==> config.mk <==
export PLATFORM = sky130hd
export DESIGN_NAME = morse_char_decoder
export DESIGN_NICKNAME = d
export VERILOG_FILES = /design/src/rtl/morse_pkg.sv /design/src/rtl/morse_debounce.sv /design/src/rtl/morse_char_decoder.sv
export SDC_FILE = /design/constraint.sdc
export NUM_CORES = 1
export LEC_CHECK = 0
export CORE_MARGIN = 2
export CORE_UTILIZATION = 50
export DETAILED_ROUTE_END_ITERATION = 12
export PLACE_DENSITY_LB_ADDON = 0.2
export SYNTH_ARGS = -nofsm -noshare
export SYNTH_HDL_FRONTEND = slang
export SYNTH_SLANG_ARGS = --single-unit
export TNS_END_PERCENT = 20
==> constraint.sdc <==
create_clock -name C -period 4.1 [get_ports C]
set_input_delay 0.82 -clock C [delete_from_list [all_inputs] [get_ports C]]
set_output_delay 0.82 -clock C [all_outputs]
set_load 0.005 [all_outputs]
==> src/rtl/morse_pkg.sv <==
// Shared constants and the ITU Morse lookup for the character decoder.
// The lookup result is {hit, ascii}; ascii is '?' when hit is 0.
package morse_pkg;

    localparam logic [7:0] ASCII_SPACE = 8'h20;
    localparam logic [7:0] ASCII_ERR   = 8'h3F;

    localparam logic [1:0] STATUS_IDLE = 2'b00;
    localparam logic [1:0] STATUS_RECV = 2'b01;
    localparam logic [1:0] STATUS_GAP  = 2'b10;
    localparam logic [1:0] STATUS_ERR  = 2'b11;

    localparam logic [1:0] ELEM_NONE = 2'b00;
    localparam logic [1:0] ELEM_DOT  = 2'b01;
    localparam logic [1:0] ELEM_DASH = 2'b10;

    // Only the low len bits of the shift register are meaningful; first element at the MSB, 1 = dash.
    function automatic logic [8:0] morse_lookup(input logic [2:0] len, input logic [5:0] bits);
        logic [5:0] mask;
        logic [8:0] res;
        mask = 6'((7'd1 << len) - 7'd1);
        res  = {1'b0, ASCII_ERR};
        case ({len, bits & mask})
            {3'd2, 6'b000001}: res = {1'b1, 8'h41}; // A .-
            {3'd4, 6'b001000}: res = {1'b1, 8'h42}; // B -...
            {3'd4, 6'b001010}: res = {1'b1, 8'h43}; // C -.-.
            {3'd3, 6'b000100}: res = {1'b1, 8'h44}; // D -..
            {3'd1, 6'b000000}: res = {1'b1, 8'h45}; // E .
            {3'd4, 6'b000010}: res = {1'b1, 8'h46}; // F ..-.
            {3'd3, 6'b000110}: res = {1'b1, 8'h47}; // G --.
            {3'd4, 6'b000000}: res = {1'b1, 8'h48}; // H ....
            {3'd2, 6'b000000}: res = {1'b1, 8'h49}; // I ..
            {3'd4, 6'b000111}: res = {1'b1, 8'h4A}; // J .---
            {3'd3, 6'b000101}: res = {1'b1, 8'h4B}; // K -.-
            {3'd4, 6'b000100}: res = {1'b1, 8'h4C}; // L .-..
            {3'd2, 6'b000011}: res = {1'b1, 8'h4D}; // M --
            {3'd2, 6'b000010}: res = {1'b1, 8'h4E}; // N -.
            {3'd3, 6'b000111}: res = {1'b1, 8'h4F}; // O ---
            {3'd4, 6'b000110}: res = {1'b1, 8'h50}; // P .--.
            {3'd4, 6'b001101}: res = {1'b1, 8'h51}; // Q --.-
            {3'd3, 6'b000010}: res = {1'b1, 8'h52}; // R .-.
            {3'd3, 6'b000000}: res = {1'b1, 8'h53}; // S ...
            {3'd1, 6'b000001}: res = {1'b1, 8'h54}; // T -
            {3'd3, 6'b000001}: res = {1'b1, 8'h55}; // U ..-
            {3'd4, 6'b000001}: res = {1'b1, 8'h56}; // V ...-
            {3'd3, 6'b000011}: res = {1'b1, 8'h57}; // W .--
            {3'd4, 6'b001001}: res = {1'b1, 8'h58}; // X -..-
            {3'd4, 6'b001011}: res = {1'b1, 8'h59}; // Y -.--
            {3'd4, 6'b001100}: res = {1'b1, 8'h5A}; // Z --..
            {3'd5, 6'b011111}: res = {1'b1, 8'h30};
            {3'd5, 6'b001111}: res = {1'b1, 8'h31};
            {3'd5, 6'b000111}: res = {1'b1, 8'h32};
            {3'd5, 6'b000011}: res = {1'b1, 8'h33};
            {3'd5, 6'b000001}: res = {1'b1, 8'h34};
            {3'd5, 6'b000000}: res = {1'b1, 8'h35};
            {3'd5, 6'b010000}: res = {1'b1, 8'h36};
            {3'd5, 6'b011000}: res = {1'b1, 8'h37};
            {3'd5, 6'b011100}: res = {1'b1, 8'h38};
            {3'd5, 6'b011110}: res = {1'b1, 8'h39};
            default:           res = {1'b0, ASCII_ERR};
        endcase
        return res;
    endfunction

endpackage

==> src/rtl/morse_debounce.sv <==
// Key debouncer: one synchroniser flop feeding a saturating up/down counter.
// Q only moves once the counter has sat at a rail, so latency is 2^DEB_BITS+1 clocks.
module morse_debounce #(
    parameter int DEB_BITS = 16
) (
    input  logic C,
    input  logic nR,
    input  logic aX,
    output logic Q
);

    logic                syncQ;
    logic [DEB_BITS-1:0] cnt;

    always_ff @(posedge C or negedge nR) begin
        if (!nR) begin
            syncQ <= 1'b0;
            cnt   <= '0;
            Q     <= 1'b0;
        end else begin
            syncQ <= aX;
            if (syncQ && (cnt != '1)) begin
                cnt <= cnt + DEB_BITS'(1);
            end else if (!syncQ && (cnt != '0)) begin
                cnt <= cnt - DEB_BITS'(1);
            end
            if (cnt == '1) begin
                Q <= 1'b1;
            end else if (cnt == '0) begin
                Q <= 1'b0;
            end
        end
    end

endmodule

==> src/rtl/morse_char_decoder.sv <==
// Morse receiver: debounced key -> unit-timed mark/space classification -> one ASCII code per character.
// ValidY is a one-clock strobe with no backpressure; CharY/ErrY are updated with it and held until the next strobe.
module morse_char_decoder
    import morse_pkg::*;
#(
    parameter int CLK_PER_UNIT = 12_500_000,
    parameter int DEB_BITS     = 16,
    parameter int DASH_MIN     = 2,
    parameter int CHAR_GAP     = 3,
    parameter int WORD_GAP     = 7,
    parameter int MAX_ELEM     = 6
) (
    input  logic       C,
    input  logic       nR,
    input  logic       aM,
    output logic [7:0] CharY,
    output logic       ValidY,
    output logic       ErrY,
    output logic [1:0] ElemY,
    output logic [1:0] StatusY
);

    localparam int PW = $clog2(CLK_PER_UNIT);
    localparam int SW = $clog2(WORD_GAP + 1);
    localparam int MW = $clog2(DASH_MIN + 1);

    localparam logic [PW-1:0] PRE_LAST  = PW'(CLK_PER_UNIT - 1);
    localparam logic [MW-1:0] DASH_TOP  = MW'(DASH_MIN);
    localparam logic [SW-1:0] CHAR_PREV = SW'(CHAR_GAP - 1);
    localparam logic [SW-1:0] WORD_PREV = SW'(WORD_GAP - 1);
    localparam logic [SW-1:0] WORD_TOP  = SW'(WORD_GAP);
    localparam logic [2:0]    LEN_MAX   = 3'(MAX_ELEM);

    logic          keyQ;
    logic          keyQd;
    logic          riseY;
    logic          fallY;
    logic          tick;
    logic [PW-1:0] preCnt;
    logic [MW-1:0] markCnt;
    logic [SW-1:0] spaceCnt;
    logic [5:0]    sh;
    logic [2:0]    len;
    logic          ovf;
    logic          wordPend;
    logic          charEnd;
    logic          wordEnd;
    logic [8:0]    lookupRes;

    morse_debounce #(
        .DEB_BITS(DEB_BITS)
    ) u_debounce (
        .C  (C),
        .nR (nR),
        .aX (aM),
        .Q  (keyQ)
    );

    assign riseY = keyQ & ~keyQd;
    assign fallY = ~keyQ & keyQd;

    // A key edge re-phases the unit timer, so a terminal count on the edge cycle is dropped.
    assign tick = (preCnt == PRE_LAST) && !riseY && !fallY;

    assign charEnd = tick && !keyQ && (spaceCnt == CHAR_PREV) && (len != 3'd0);
    assign wordEnd = tick && !keyQ && (spaceCnt == WORD_PREV) && wordPend;

    assign lookupRes = morse_lookup(len, sh);

    always_ff @(posedge C or negedge nR) begin
        if (!nR) begin
            keyQd  <= 1'b0;
            preCnt <= '0;
        end else begin
            keyQd <= keyQ;
            if (riseY || fallY || (preCnt == PRE_LAST)) begin
                preCnt <= '0;
            end else begin
                preCnt <= preCnt + PW'(1);
            end
        end
    end

    always_ff @(posedge C or negedge nR) begin
        if (!nR) begin
            markCnt  <= '0;
            spaceCnt <= '0;
        end else if (riseY) begin
            markCnt  <= '0;
            spaceCnt <= '0;
        end else if (tick) begin
            if (keyQ && (markCnt != DASH_TOP)) begin
                markCnt <= markCnt + MW'(1);
            end
            if (!keyQ && (spaceCnt != WORD_TOP)) begin
                spaceCnt <= spaceCnt + SW'(1);
            end
        end
    end

    // Element capture and character/word emission share len/ovf, so they live together.
    always_ff @(posedge C or negedge nR) begin
        if (!nR) begin
            sh       <= '0;
            len      <= '0;
            ovf      <= 1'b0;
            wordPend <= 1'b0;
            CharY    <= 8'h00;
            ValidY   <= 1'b0;
            ErrY     <= 1'b0;
        end else begin
            ValidY <= 1'b0;
            if (fallY) begin
                if (len == LEN_MAX) begin
                    ovf <= 1'b1;
                end else begin
                    sh  <= {sh[4:0], markCnt == DASH_TOP};
                    len <= len + 3'd1;
                end
            end
            if (charEnd) begin
                ValidY   <= 1'b1;
                CharY    <= lookupRes[8] ? lookupRes[7:0] : ASCII_ERR;
                ErrY     <= !lookupRes[8] || ovf;
                sh       <= '0;
                len      <= '0;
                ovf      <= 1'b0;
                wordPend <= 1'b1;
            end else if (wordEnd) begin
                ValidY   <= 1'b1;
                CharY    <= ASCII_SPACE;
                ErrY     <= 1'b0;
                wordPend <= 1'b0;
            end
        end
    end

    // On the rise cycle markCnt still holds the previous mark, so report a fresh dot there.
    always_comb begin
        ElemY = ELEM_NONE;
        if (keyQ) begin
            ElemY = (!riseY && (markCnt == DASH_TOP)) ? ELEM_DASH : ELEM_DOT;
        end
    end

    always_comb begin
        StatusY = STATUS_IDLE;
        if (ErrY) begin
            StatusY = STATUS_ERR;
        end else if ((len != 3'd0) || keyQ) begin
            StatusY = STATUS_RECV;
        end else if (wordPend) begin
            StatusY = STATUS_GAP;
        end
    end

endmodule

==> results.txt <==
Summing over every cut layer, the via total after detailed routing is 3895. The buffer levels on the longest clock path is 2. In this run the vertical extent of the chip is 99.5 um. The per-cell routed wire length came out at 16.2 um.

The worst setup path is launched from a flop. Of the available clock period, the critical path in the final layout requires 89.1%. At the pin with the least slew margin, the transition time is 736 ps. Of all nets on the critical path, the largest fanout is 10. The area added between synthesis and finish came out at 10.4%. The number of fill cells is 793.

On the worst path, the slowest cell contributes a delay of 450 ps. The worst-case setup margin in the final layout is 447 ps. The number of rows in the core area came out at 34. The simple-gate share of the synthesized area is 23.7%. The synthesized-area fraction occupied by xor and xnor cells came out at 6.92%. STA classifies the critical path endpoint as a flop.

For this design the ratio of total power to cell area is 509 nW/um^2. Yosys printed 0 warnings. The count of final max-slew check failures is 0.

The net load switching power came out at 0.912 mW. By area the synthesized netlist is led by sky130_fd_sc_hd__dfrtp_1 37%, sky130_fd_sc_hd__ha_1 7.1%, sky130_fd_sc_hd__nor2_1 4.9%. The core outline area is 8760 sq um. The pre-CTS setup slack came out at 464 ps.

Counting flops and latches in the post-synthesis netlist gives 68. For the worst-skew pair, the clock arrives at the later sink with an insertion delay of 350 ps. The initial antenna violation count was 0. The number of diodes added for antenna fixing came out at 0. After detailed placement, the total cell area comes to 4790 sq um. Of the total power, combinational logic draws 37.4%.

Leaving out filler cells and counting taps, the final layout contains 641. The internal power contribution is 1.65 mW. For this run the aggregate overflow at the end of global routing stands at 0. The I/O pin count came out at 17. For this design, the sink count on the clock tree is 68. The compound-cell area share of the yosys netlist is 19.0%. Synthesis instantiated 63 different standard cells from the library. The number of cells in the design after placement came out at 625. The mean area per synthesized cell came out at 8.80 sq um. The worst-case hold slack is 476 ps. The cell area after synthesis came out at 4560 sq um.

The maximum clock skew at final layout came out at 7.78 ps. The worst pin sits at a relative slew slack of 50.6%. The count of nets left with antenna violations after detail routing is 0. In this run the static leakage power is 2.16 nW. The starting utilization of the core area is 52.0%. The via count of the first global-routing pass is 3947. The final number of hold-violating endpoints is 0. The cell with the most instances after synthesis is sky130_fd_sc_hd__dfrtp_1.

The worst register-to-register path begins at u_debounce.cnt[0]$_DFFE_PN0P_. The critical register-to-register path endpoint is u_debounce.cnt[15]$_DFFE_PN0P_. The number of nets produced by synthesis came out at 548.

The portion of netlist area occupied by mux cells came out at 1.59%. The critical path class is reg2reg. The achievable clock frequency is 274 MHz. The number of CTS-inserted buffers is 9. Across the VDD grid, the largest voltage drop is 0.345 mV. The arrival time at the worst endpoint came out at 3890 ps. The switching portion of total power is 35.6%.

The HPWL after detailed placement came out at 7410 um. Traced cell by cell, the critical path runs through nand4_1 -> nor4_1 -> nand2b_1 -> ha_1 -> a211oi_1 -> o21ai_0 -> a2111oi_0 -> a211o_1 -> a31o_2 -> mux2_2 -> xnor2_1. The number of gates resized after cts is 0. The count of input and output buffers came out at 15. The number of iterations in the first detailed-routing pass is 4. The worst-case reg-to-reg path depth came out at 11.

The weighted congestion at the end of routability-driven global placement is 0.922. Setup repair after global routing left no endpoint under its margin. Summed over all layers, the routed wires come to 10400 um.

The flow ran to the end, and the final reports show no timing, DRC or antenna violations. The total routing resource utilization after global routing is 22.9%. Subtracting the final worst setup slack from the clock period gives 3650 ps. The clock network burns 26.4% of the power.

In the routed layout, each cell is associated on average with a via count of 6.08. The number of enable-type register cells in the synthesized netlist is 0. The path type of the worst min-delay path is in2async.

The cell area after layout is 5030 sq um. The die width is 99.5 um. The tree is rooted in a sky130_fd_sc_hd__clkbuf_8. Counting instances in the post-synthesis netlist gives the leading cell types as 68 x sky130_fd_sc_hd__dfrtp_1, 60 x sky130_fd_sc_hd__nor2_1, 37 x sky130_fd_sc_hd__nand2_1. The number of nets in the layout is 558. The maximum number of pins on one net before global-route repair came out at 69. The cts-stage hold buffer count came out at 0. The clock slew at the register clock pins of the worst setup and hold paths came out at 80 ps.

The internal reg-to-reg setup slack is 450 ps. By area, the combinational part of the netlist is dominated by simple AND/OR/NAND/NOR gates. The most used flip-flop cell after synthesis is sky130_fd_sc_hd__dfrtp_1.

Cells with a size suffix above 1 make up 7.32% of the layout. The portion of synthesized cell area occupied by the leading cell type is 37.3%. The required time of the worst setup path is 4330 ps. The share of synthesized flip-flops with an asynchronous set or reset came out at 100%.

Sequential elements use 37.3% of the synthesized area. Among all stages on the critical path, the largest delay is contributed by sky130_fd_sc_hd__dfrtp_1. The part of the power in registers is 36.2%. In the routed design, unresolved DRC markers number 0.

TritonCTS built the clock tree. The final count of negative-setup-slack endpoints is 0. The synthesized design spends more area on one cell type than any other, namely sky130_fd_sc_hd__dfrtp_1.

The number of levels in the clock H-tree is 3. The post-CTS setup buffer count came out at 0. The die covers 9900 sq um. The critical path starts at u_debounce.cnt[0]$_DFFE_PN0P_. Synthesis produced a netlist whose cell count is 518. The initial DRC count is 157. The first global-routing pass estimated 18400 um of wire.

The number of violations of the max-capacitance limit came out at 0. The share of synthesized cell area in full adder, half adder and majority cells is 7.57%. In the final timing run, aggregate negative setup slack is 0 ps.
[how the worst max path moves through the flow]
stage	end	slack, ps	cells after the start
6_report	u_debounce.cnt[15]$_DFFE_PN0P_	450	11
5_1_grt	u_debounce.cnt[15]$_DFFE_PN0P_	50	11
4_1_cts	u_debounce.cnt[15]$_DFFE_PN0P_	440	11
3_5_place_dp	u_debounce.cnt[15]$_DFFE_PN0P_	460	11
3_3_place_gp	u_debounce.cnt[15]$_DFFE_PN0P_	590	11
2_1_floorplan	u_debounce.cnt[15]$_DFFE_PN0P_	810	11
[worst max-delay path, delay by kind of cell, from the launching register on]
kind                       cells  cell delay [ps]
AOI/OAI and AO/OA              5             1260
adders and majority gates      1              330
muxes                          1              340
xor gates and xnor gates       1              130
DFF                            1              450
and+or+nand+nor                3             1030
[metrics by stage]
stage | utilization (%) | power [mW]
after floorplan | - | 1.68
final | 57.4 | 2.56
after detailed placement | 54.7 | 1.89
after CTS | 57.4 | 2.57
after global placement | 54.7 | 1.86
after global routing | 57.4 | 2.77
[kinds of logic (layout without fill, tap and decap cells)]
| logic type | count (synthesis) | count (layout) |
|---|---|---|
| AND/OR/NAND/NOR | 208 | 208 |
| other | 1 | 1 |
| adder cells (fa/ha/maj) | 27 | 27 |
| flip-flops | 68 | 68 |
| multiplexers | 7 | 7 |
| buffers and inverters | 40 | 55 |
| AO/OA/AOI/OAI | 131 | 131 |
| XOR/XNOR | 36 | 36 |
[power groups by stage]
stage          clock [mW]  combinational (mW)  sequential [mW]
3_3_place_gp            0               0.933            0.929
4_1_cts             0.687               0.957            0.925
5_1_grt             0.721                1.10            0.949
3_5_place_dp            0               0.951            0.936
2_1_floorplan           0               0.779            0.898
6_report            0.675               0.959            0.928
[metal layers]
metal / share of wire, % / GRT usage, % / up-vias
met1: 47 / 30.8 / 1882
met5: 0 / 0 / -
met2: 47 / 36.6 / 76
met3: 3.0 / 4.36 / 25
met4: 2.6 / 9.06 / 0
li1: - / - / 1912
[registers in the layout (all words and copies together) (netlist names)]
signal and flops:
u_debounce.syncQ 1, ValidY 1, wordPend 1, keyQd 1
spaceCnt 3, markCnt 2, preCnt 24, u_debounce.cnt 16
ovf 1, len 3, u_debounce.Q 1, CharY 7
sh 6, ErrY 1
[cell type report]
class                   instances  area, sq um  share of cell area, %
inverters                      16         60.1                   1.19
multi-input cells             410         2680                   53.2
flip-flops and latches         68         1700                   33.8
well taps                     108          135                   2.68
clock buffers                  10          128                   2.54
clock inverters                 6          111                   2.21
repair buffers                 23          218                   4.33
[layout by cell type, fill, tap and decap left out, drive strengths merged, types with 6 or more instances in the layout]
cell type	instances
dfrtp	68
nor2	60
o21ai	38
nand2	37
ha	26
a21oi	25
xor2	22
nand3	21
nand4	17
inv	17
xnor2	14
clkdlybuf4s50	14
nor4	11
a211oi	10
clkbuf	10
nor2b	9
a31oi	9
buf	9
nand2b	8
nor3	8
a21o	7
and3	6
o21a	6
Note: power is estimated with default switching activity, not from simulation.
